### config.mk
export PLATFORM = sky130hd
export DESIGN_NAME = arb_request_agent
export DESIGN_NICKNAME = d
export VERILOG_FILES = /design/src/rtl/arb_request_agent.sv
export SDC_FILE = /design/constraint.sdc
export NUM_CORES = 1
export LEC_CHECK = 0
export BUFFER_PORTS_ARGS = -buffer_cell sky130_fd_sc_hd__buf_4
export CORE_MARGIN = 5
export CORE_UTILIZATION = 30
export DETAILED_ROUTE_END_ITERATION = 12
export MAX_ROUTING_LAYER = met4
export PLACE_DENSITY = 0.55
export SLEW_MARGIN = 40
export SYNTH_ARGS = -nofsm -noshare
export SYNTH_HDL_FRONTEND = slang
export SYNTH_SLANG_ARGS = --single-unit
### constraint.sdc
create_clock -name clk -period 3.6 [get_ports clk]
set_input_delay 0.18 -clock clk [delete_from_list [all_inputs] [get_ports clk]]
set_output_delay 0.18 -clock clk [all_outputs]
set_load 0.05 [all_outputs]
### src/rtl/arb_request_agent.sv
// arb_request_agent
//   Requester-side agent for a 3-way fixed-priority grant arbiter.
//   Each channel queues jobs in a pending counter, raises r[i] while it
//   wants or holds the bus, and runs one BURST_LEN-beat transfer per job
//   on the grants it receives. Protocol anomalies are latched in sticky
//   flags until reset.
//
// Ports
//   clk           clock
//   resetn        synchronous, active-low reset
//   job_valid[i]  push one job onto channel i
//   job_ready[i]  channel i pending counter is not full
//   r[i]          request to arbiter (decoded from registered state only)
//   g[i]          grant from arbiter (lags r by one cycle)
//   xfer[i]       a beat is performed on channel i this cycle
//   done[i]       this beat is the last of the burst
//   err_preempt   sticky: grant withdrawn mid-burst
//   err_timeout   sticky: request waited TIMEOUT cycles without grant
//   err_multi     sticky: more than one grant bit high in a cycle
//   err_spurious  sticky: grant seen on an idle channel outside the lag slot
module arb_request_agent #(
    parameter int unsigned BURST_LEN = 4,
    parameter int unsigned CNT_W     = 3,
    parameter int unsigned TIMEOUT   = 15
) (
    input  logic       clk,
    input  logic       resetn,
    input  logic [3:1] job_valid,
    output logic [3:1] job_ready,
    output logic [3:1] r,
    input  logic [3:1] g,
    output logic [3:1] xfer,
    output logic [3:1] done,
    output logic [3:1] err_preempt,
    output logic [3:1] err_timeout,
    output logic       err_multi,
    output logic [3:1] err_spurious
);

    localparam int unsigned     BEAT_W    = (BURST_LEN > 1) ? $clog2(BURST_LEN) : 1;
    localparam logic [BEAT_W-1:0] LAST_BEAT = BEAT_W'(BURST_LEN - 1);
    localparam logic [7:0]      TIMEOUT_C = 8'(TIMEOUT);
    localparam logic [CNT_W-1:0] PEND_FULL = '1;

    typedef enum logic [1:0] {
        ST_IDLE,
        ST_REQ,
        ST_XFER
    } state_t;

    logic err_multi_q;

    for (genvar i = 1; i <= 3; i++) begin : g_ch
        state_t            state_q;
        logic [CNT_W-1:0]  pend_q;
        logic [CNT_W-1:0]  pend_d;
        logic [BEAT_W-1:0] beat_q;
        logic [7:0]        wait_q;
        logic              just_done_q;
        logic              preempt_q;
        logic              timeout_q;
        logic              spurious_q;
        logic              active;
        logic              ready_c;
        logic              xfer_c;
        logic              done_c;
        logic              push;

        always_comb begin
            active  = (state_q != ST_IDLE);
            ready_c = (pend_q != PEND_FULL);
            xfer_c  = g[i] & active;
            done_c  = xfer_c & (beat_q == LAST_BEAT);
            push    = job_valid[i] & ready_c;
            pend_d  = pend_q;
            if (push && !done_c) begin
                pend_d = pend_q + CNT_W'(1);
            end else if (done_c && !push && (pend_q != '0)) begin
                pend_d = pend_q - CNT_W'(1);
            end
        end

        always_ff @(posedge clk) begin
            if (!resetn) begin
                state_q     <= ST_IDLE;
                pend_q      <= '0;
                beat_q      <= '0;
                wait_q      <= '0;
                just_done_q <= 1'b0;
                preempt_q   <= 1'b0;
                timeout_q   <= 1'b0;
                spurious_q  <= 1'b0;
            end else begin
                pend_q      <= pend_d;
                just_done_q <= done_c;
                // A grant in the first idle cycle after done is the arbiter's
                // one-cycle lag; any later idle grant is unexpected.
                if (g[i] && (state_q == ST_IDLE) && !just_done_q) begin
                    spurious_q <= 1'b1;
                end
                case (state_q)
                    ST_IDLE: begin
                        if (pend_q != '0) begin
                            state_q <= ST_REQ;
                        end
                    end
                    ST_REQ: begin
                        if (g[i]) begin
                            wait_q <= '0;
                            if (BURST_LEN == 1) begin
                                state_q <= ST_IDLE;
                            end else begin
                                state_q <= ST_XFER;
                                beat_q  <= BEAT_W'(1);
                            end
                        end else begin
                            if (wait_q < TIMEOUT_C) begin
                                wait_q <= wait_q + 8'd1;
                            end
                            if (wait_q >= TIMEOUT_C - 8'd1) begin
                                timeout_q <= 1'b1;
                            end
                        end
                    end
                    ST_XFER: begin
                        if (g[i]) begin
                            if (beat_q == LAST_BEAT) begin
                                state_q <= ST_IDLE;
                                beat_q  <= '0;
                            end else begin
                                beat_q <= beat_q + BEAT_W'(1);
                            end
                        end else begin
                            preempt_q <= 1'b1;
                        end
                    end
                    default: state_q <= ST_IDLE;
                endcase
            end
        end

        assign job_ready[i]    = ready_c;
        assign r[i]            = active;
        assign xfer[i]         = xfer_c;
        assign done[i]         = done_c;
        assign err_preempt[i]  = preempt_q;
        assign err_timeout[i]  = timeout_q;
        assign err_spurious[i] = spurious_q;
    end

    always_ff @(posedge clk) begin
        if (!resetn) begin
            err_multi_q <= 1'b0;
        end else if ((g[1] & g[2]) | (g[1] & g[3]) | (g[2] & g[3])) begin
            err_multi_q <= 1'b1;
        end
    end

    assign err_multi = err_multi_q;

endmodule

# Yosys cells after proc, flatten, opt, wreduce, memory -nomap -nowiden
# Cells that the tools add are included.
# op_classes
addsub	12
magnitude_cmp	6
eq_ne	24
mux	39
bitwise	17
n_reduce_logical	57
# op_table
cell	n
$mux 8	6
$mux 2	21
$add 8x1->8 const B	3
$ge 8x4->1 const B	3
$lt 8x4->1 const B	3
$ne 2x2->1 const B	12
$reduce_bool 2->1	12
$mux 3	6
$pmux 2 s3	3
$reduce_and 3->1	6
$logic_and 1x1->1	15
$and 1x1->1	12
$eq 2x2->1 const B	6
$pmux 2 s2	3
$reduce_and 2->1	6
$reduce_and 4->1	3
$add 3x1->3 const B	3
$logic_not 1->1	9
$ne 3x3->1 const B	3
$reduce_bool 3->1	3
$sub 3x1->3 const B	3
$add 2x1->2 const B	3
$eq 2x1->1 const B	3
$logic_not 2->1	3
2 further kinds	5
# word_totals
regBits	58
in_bits	8
output_inout_bits	22
elab_cells	180

# Longest topological paths before layout
# Gate-level depths: netlist of run 1.
# logic_depth
word_depth	7
ltp_mapped	8

# Worst setup path before layout of run 1
# No wires, ideal clock.
# synth_path
path_type	reg2reg
start	register g_ch[1].state_q[0]
end	register g_ch[1].pend_q[2]
t_arrival_ns	1.711
required_ns	3.469
setup_slack_ns	1.757
stages_incl_launch_ff	8
period_less_slack_ns	1.843
cell_sequence	dfxtp_1 buf_2 o211ai_2 nand3_1 fa_1 o21a_1 o31ai_1 a21oi_1
# synth_between
elab_chain_len	6
word_cells_on_any_way	9
# synth_rtl
element	line	source
start: declaration	54	state_t state_q;
start signal: assignment	85	state_q <= ST_IDLE;
start signal: assignment	104	state_q <= ST_REQ;
start signal: assignment	111	state_q <= ST_IDLE;
$reduce_bool 2->1 *	70	active = (state_q != ST_IDLE);
$and 1x1->1 *	72	xfer_c = g[i] & active;
$and 1x1->1 *	73	done_c = xfer_c & (beat_q == LAST_BEAT);
$logic_not 1->1 or $logic_and 1x1->1 (tied branches)	76, 78	
$logic_and 1x1->1, on equally long branches	76, 78	
$mux 3 or $reduce_bool 2->1 (tied branches)	-	
end signal: assignment	94	pend_q <= pend_d;
end: declaration	55	logic [CNT_W-1:0] pend_q;
# Mark *: on every way between the ends. The rest lies on a longest branch, timed or not.
# A chain may end at the register's enable or synchronous reset.

# Worst setup path after layout of run 1
# layout_path
start	register g_ch[2].state_q[0]
end	register g_ch[2].pend_q[2]
# layout_between
elab_chain_len	6
word_cells_on_any_way	9
# layout_rtl
element	line
start: declaration	54
start signal: assignment	85
start signal: assignment	104
start signal: assignment	111
$reduce_bool 2->1 *	70
$and 1x1->1 *	72
$and 1x1->1 *	73
$logic_not 1->1 or $logic_and 1x1->1 (tied branches)	76, 78
$logic_and 1x1->1, on equally long branches	76, 78
$mux 3 or $reduce_bool 2->1 (tied branches)	-
end signal: assignment	94
end: declaration	55
# Marks and branches as above.

==> metrics.csv, run 1 <==
metric,value,unit
netlist.area_leader.share,0.364,
portBuffers,29,
ys_seq_area_frac,0.364,
syn_inst,388,
holdPathEnd,g_ch[1].pend_q[2],
path_buf_inv,0,
rsz0062_at_grt,no,
wl_per_cell,12.2,microns
root_buffer,clkbuf_8,
clock_sinks,58,
pin_count,30,
core_area,10400,sq um
yosysWarnings,0,
period_needed,1.98,ns
grt_overflow,0,
path_cells,o211ai_4 -> nand3_1 -> fa_1 -> nor2_1 -> nor2_1 -> o21ai_0 -> o2111a_1,
path_delay_family,compound AO/OA/AOI/OAI gates,
crit_arrival,2.26,ns
track_usage,0.107,
use_met1,0.141,
slowest_stage,fa_1,
clkTransAtPathRegs,0.07,ns
synth_ff_type,dfxtp_1,
avgSynthCellArea,8.22,sq um
syn_nets,408,
fmax,0.506,GHz
crit_top_cell,nor2_1,
vias_per_cell,4.99,
drive_gt1_frac,0.152,
worst_ir_drop_vdd,0.161,mV
die_h,113,microns
firstDrtPassIters,4,
gp_congestion,0.784,
grt_pass1_wl,11100,microns
hold_class,in -> reg,
fin_skew,0.00537,ns
holdWs,0.183,ns
worst_r2r_endpoint,g_ch[2].pend_q[2],
hpwlAfterDp,4440,microns
cts_made_buffers,9,
worst-path-stages,7,
worstPathMaxFanout,11,
n_fill_cell,1108,
finalWirelength,6410,microns
fin_nets,404,
setup-tns-final,0,ns
min_path_cells,3,
initial_core_util,0.308,
drc,0,
hold_start,job_valid[1],
die_x,113,microns
synth_area_leaders,"dfxtp_1 (36%), buf_4 (4.9%), nor2_1 (4.8%)",
endpoint_kind,flip-flop,
cts_max_level,3,
first_global_vias,2386,
synth_edf_count,0,
slew_headroom,0.630,
num_antenna_cells,0,
cp.required,3.88,ns
synth_cell_types,59,
dr.first_iter.drc_count,131,
worst_slew_pin_slew,0.555,ns
slowest_delay,0.44,ns
ctsHoldBuffers,0,
leakage,1.39,nW
ant_nets,0,
grt_max_degree,33,
powerDensity,490,nW/um^2
setup_viol,0,
ctsResizeCount,0,
ys_async_sr_fraction,0,
start_kind,flip-flop,
r2r_slack,1.62,ns
cts_tree,yes,
grt_busiest_layer,met2,
die-area,12800,sq um
insertion_delay,0.33,ns
cts_setup_buffers,0,
clock_path_buffers,2,
netlist_top_cells_count,"dfxtp_1 (58), nor2_1 (41), a21oi_1 (30), nand2_1 (27), buf_4 (21)",
hold_viol_final,0,
r2r.worst_path.cells,7,
fp-row-count,37,
status,finished clean,
yosysMostFrequentCell,dfxtp_1,
grt_util_met3,0.0187,
drv_slew,0,
synthToLayoutAreaGrowth,11.2,%
cap_violations,0,
synth_seq_cells,58,
synth_largest_area_cell,dfxtp_1,
antenna_found_initial,0,
r2r_start,g_ch[2].state_q[0],
critPathKind,reg -> reg,
vias,2620,
syn-cell-area,3190,sq um
grt_use_met2,0.157,
period_share,0.549,
## worst register-to-register path, delay by kind of cell (launching register included)
kind / cells / cell delay [ns]
compound gates: 3 / 0.70
fa+ha+maj: 1 / 0.44
flops: 1 / 0.42
simple gates: 3 / 0.37
## layout by cell type, fill, tap and decap left out, types with 3 or more instances in the layout
cell / instances
nor2_1: 41
a2111oi_0: 3
nor3b_1: 4
mux2i_1: 4
o211ai_1: 3
nand4_1: 3
nand2b_1: 9
inv_1: 12
nand2_1: 27
buf_4: 29
or4_1: 5
a31oi_1: 6
ha_1: 9
clkbuf_8: 10
nand3_1: 20
and3_1: 7
nor3_1: 8
fa_1: 3
or2_2: 4
a21oi_1: 30
a211oi_1: 5
and2_1: 8
a21boi_0: 6
nor2b_1: 3
dfxtp_1: 58
o21ai_0: 18
nor4_1: 7
or3_1: 4
o31ai_1: 3
## worst max-delay path by stage
stage               slack (ns)                 to          startpoint
floorplan                 1.76  g_ch[1].pend_q[2]  g_ch[1].state_q[0]
global placement          1.64  g_ch[1].pend_q[2]  g_ch[1].state_q[1]
detailed placement        1.61  g_ch[1].pend_q[2]  g_ch[1].state_q[1]
CTS                       1.61  g_ch[1].pend_q[2]  g_ch[1].state_q[1]
global route              1.36  g_ch[3].pend_q[2]  g_ch[3].state_q[0]
finish                    1.62  g_ch[2].pend_q[2]  g_ch[2].state_q[0]
## report_power, final
part           internal (mW)  switching [mW]
logic                  0.123           0.202
registers              0.682          0.0704
clock network          0.406           0.255
## kinds of logic after synthesis
logic type,share of synthesized area
xor gates and xnor gates,0.00549
AOI/OAI and AO/OA,0.197
adders and majority gates,0.0573
and+or+nand+nor,0.270
DFF,0.364
buffers and inverters,0.0938
muxes,0.0126
## area by class of cell
cell class                      instances  area, sq um  area share
Clock inverter                          5         77.6      0.0219
Multi-Input combinational cell        273         1730       0.488
Sequential cell                        58         1160       0.327
Timing Repair Buffer                   29          218      0.0614
Inverter                               13         48.8      0.0138
Tap cell                              136          170      0.0480
Clock buffer                           11          141      0.0399
## routing by layer
layer | vias up | routed length, microns
met5 | - | 0
met4 | 0 | 124
met3 | 11 | 155
met2 | 30 | 2820
met1 | 1223 | 3310
li1 | 1356 | -
## per-stage QoR
stage,setup slack [ns],total power [mW],cell area [sq um],std cells,util
after floorplan,1.76,1.04,3190,388,-
after global placement,1.64,1.09,3330,509,0.321
after detailed placement,1.61,1.09,3330,509,0.321
after CTS,1.61,1.77,3550,525,0.342
after global routing,1.36,1.83,3550,525,0.342
final,1.62,1.74,3550,525,0.342
## registers in the layout, summed over array words and instances (netlist names), 3 cells and up
| signal | count |
|---|---|
| g_ch.spurious_q | 3 |
| g_ch.beat_q | 6 |
| g_ch.just_done_q | 3 |
| g_ch.pend_q | 9 |
| g_ch.wait_q | 24 |
| g_ch.state_q | 6 |
| g_ch.preempt_q | 3 |
| g_ch.timeout_q | 3 |
(Power assumes the default switching activity.)
==> run 2, diff against run 1 <==
clock period = 2 ns   (was 3.6 ns; I/O delays follow)
==> metrics.csv, run 2 (same netlist as run 1, synthesis figures left out) <==
metric,value,unit,change
crit_arrival,2.15,ns,-0.11 ns
synthToLayoutAreaGrowth,13.3,%,
portBuffers,29,,unchanged
p_switching,940,uW,+78%
hpwlAfterDp,4720,microns,+6.3%
final_cell_mix,"dfxtp_1 (58), buf_4 (45), nor2_1 (41)",,
p_seq_frac,0.448,,+0.015
vias,2664,,+1.7%
min_path_cells,3,,unchanged
start_kind,flip-flop,,
leakage,1.45,nW,+4.1%
fp-row-count,37,,unchanged
drc,0,,unchanged
first_global_vias,2465,,+3.3%
cts_setup_buffers,0,,unchanged
grt_overflow,0,,unchanged
period_needed,1.88,ns,-0.0932 ns
cap_violations,0,,unchanged
cts_max_level,3,,unchanged
initial_core_util,0.308,,unchanged
clock_sinks,58,,unchanged
fin_nets,420,,+4.0%
period_share,0.942,,+0.393
track_usage,0.110,,+0.00353
pin_count,30,,unchanged
hold_start,job_valid[1],,
drive_gt1_frac,0.180,,+0.0286
path_buf_inv,0,,unchanged
r2r_start,g_ch[2].beat_q[0],,
sw_frac_of_total,0.324,,+0.0206
core_area,10400,sq um,unchanged
gp_congestion,0.766,,-2.2%
finalWirelength,6670,microns,+4.0%
top_register,g_ch.wait_q,,
slowest_delay,0.45,ns,about the same
worst_slew_pin_slew,0.399,ns,-0.156 ns
grt_max_degree,23,,-30%
path_cells,ha_1 -> o211ai_4 -> nand3_1 -> fa_1 -> nor2_1 -> nor2_1 -> o21ai_0 -> o2111a_1,,
largestRegisters,"g_ch.wait_q: 24 flops, g_ch.pend_q: 9 flops",,
hold_viol_final,0,,unchanged
slew_headroom,0.732,,+0.102
cts_tree,yes,,
powerDensity,803,nW/um^2,+64%
grt_pass1_wl,11400,microns,+2.5%
slowest_stage,fa_1,,
final_common_cell,dfxtp_1,,
hold_class,in -> reg,,
setup-tns-final,0,ns,unchanged
r2r_slack,0.12,ns,-1.51 ns
die-area,12800,sq um,unchanged
largest_reg_flops,24,,unchanged
endpoint_kind,flip-flop,,
worst_r2r_endpoint,g_ch[2].pend_q[2],,
num_antenna_cells,0,,unchanged
die_h,113,microns,unchanged
cp.required,2.27,ns,-1.61 ns
rsz0062_at_grt,no,,
critPathKind,reg -> reg,,
worst_ir_drop_vdd,0.328,mV,+100%
path_delay_family,adder cells,,
clkTransAtPathRegs,0.07,ns,about the same
insertion_delay,0.33,ns,about the same
root_buffer,clkbuf_8,,
fmax,0.531,GHz,+4.9%
antenna_found_initial,0,,unchanged
setup_viol,0,,unchanged
crit_top_cell,nor2_1,,
status,finished clean,,
dr.first_iter.drc_count,231,,+76%
holdPathEnd,g_ch[1].pend_q[2],,
p_comb_frac,0.235,,+0.048
fin_skew,0.00754,ns,+0.00218 ns
ant_nets,0,,unchanged
ctsHoldBuffers,0,,unchanged
die_x,113,microns,unchanged
r2r.worst_path.cells,8,,+1
clock_path_buffers,2,,unchanged
design_power_total,2.90,mW,+67%
wl_per_cell,12.3,microns,+0.93%
firstDrtPassIters,6,,+2
cts_made_buffers,9,,unchanged
p_clk_frac,0.317,,-0.063
drv_slew,0,,unchanged
worstPathMaxFanout,4,,-7
vias_per_cell,4.92,,-1.3%
p_int,1.96,mW,+62%
[run 2: changes by cell type in the layout (fill, tap and decap cells not counted), sizes merged]
cell | previous run | this run
clkinvlp | 1 | 0
clkinv | 2 | 3
clkbuf | 11 | 13
buf | 29 | 45
bufinv | 2 | 0
[run 2: cell type report]
class,instances,area [sq um]
Sequential cell,58,1160
Fill cell,1092,6760
Timing Repair Buffer,45,338
Tap cell,136,170
Multi-Input combinational cell,273,1730
Inverter,13,48.8
Clock inverter,3,15.0
Clock buffer,13,149
[run 2: per-layer routing]
layer | part of all wire | GRT usage
met1 | 0.49 | 0.137
met2 | 0.47 | 0.173
met3 | 0.031 | 0.0348
met4 | 0.0076 | 0.0288
met5 | 0 | -
[run 2: through the flow]
| stage | hold WS, ns | util | worst slack [ns] | area (sq um) | instances |
|---|---|---|---|---|---|
| after floorplan | 0.256 | - | 0.157 | 3190 | 388 |
| after global routing | 0.112 | 0.348 | 0.0126 | 3610 | 541 |
| after CTS | 0.0816 | 0.348 | 0.0908 | 3610 | 541 |
| final | 0.0979 | 0.348 | 0.115 | 3610 | 541 |
| after global placement | 0.441 | 0.332 | 0.185 | 3450 | 525 |
| after detailed placement | 0.441 | 0.332 | 0.0958 | 3450 | 525 |
[run 2: worst max-delay path by stage]
| stage | startpoint | end | slack, ns | depth (start not counted) |
|---|---|---|---|---|
| CTS | g_ch[3].beat_q[0] | g_ch[3].pend_q[2] | 0.09 | 8 |
| global route | g_ch[1].beat_q[0] | g_ch[1].pend_q[2] | 0.01 | 7 |
| detailed placement | g_ch[3].beat_q[0] | g_ch[3].pend_q[2] | 0.1 | 8 |
| finish | g_ch[2].beat_q[0] | g_ch[2].pend_q[2] | 0.12 | 8 |
| floorplan | g_ch[1].state_q[0] | g_ch[1].pend_q[2] | 0.16 | 7 |
| global placement | g_ch[3].beat_q[0] | g_ch[3].pend_q[2] | 0.18 | 8 |
[run 2: worst min-delay path: cells and delay by family]
kind            cells  cell delay (ns)
buf+inv             1             0.12
compound gates      2             0.16
[run 2: power by group through the flow]
stage                     sequential [mW]  combinational (mW)  clock (mW)
after floorplan                      1.31               0.556           0
after global placement               1.33               0.674           0
after detailed placement             1.33               0.685           0
after CTS                            1.30               0.688       0.962
after global routing                 1.32               0.757        1.02
final                                1.30               0.682       0.920
[run 2: repair_timing]
action	4_1_cts	5_1_grt
endpoints found under the setup margin	0	1
endpoints found under the hold margin	0	0
gates resized for setup	0	1
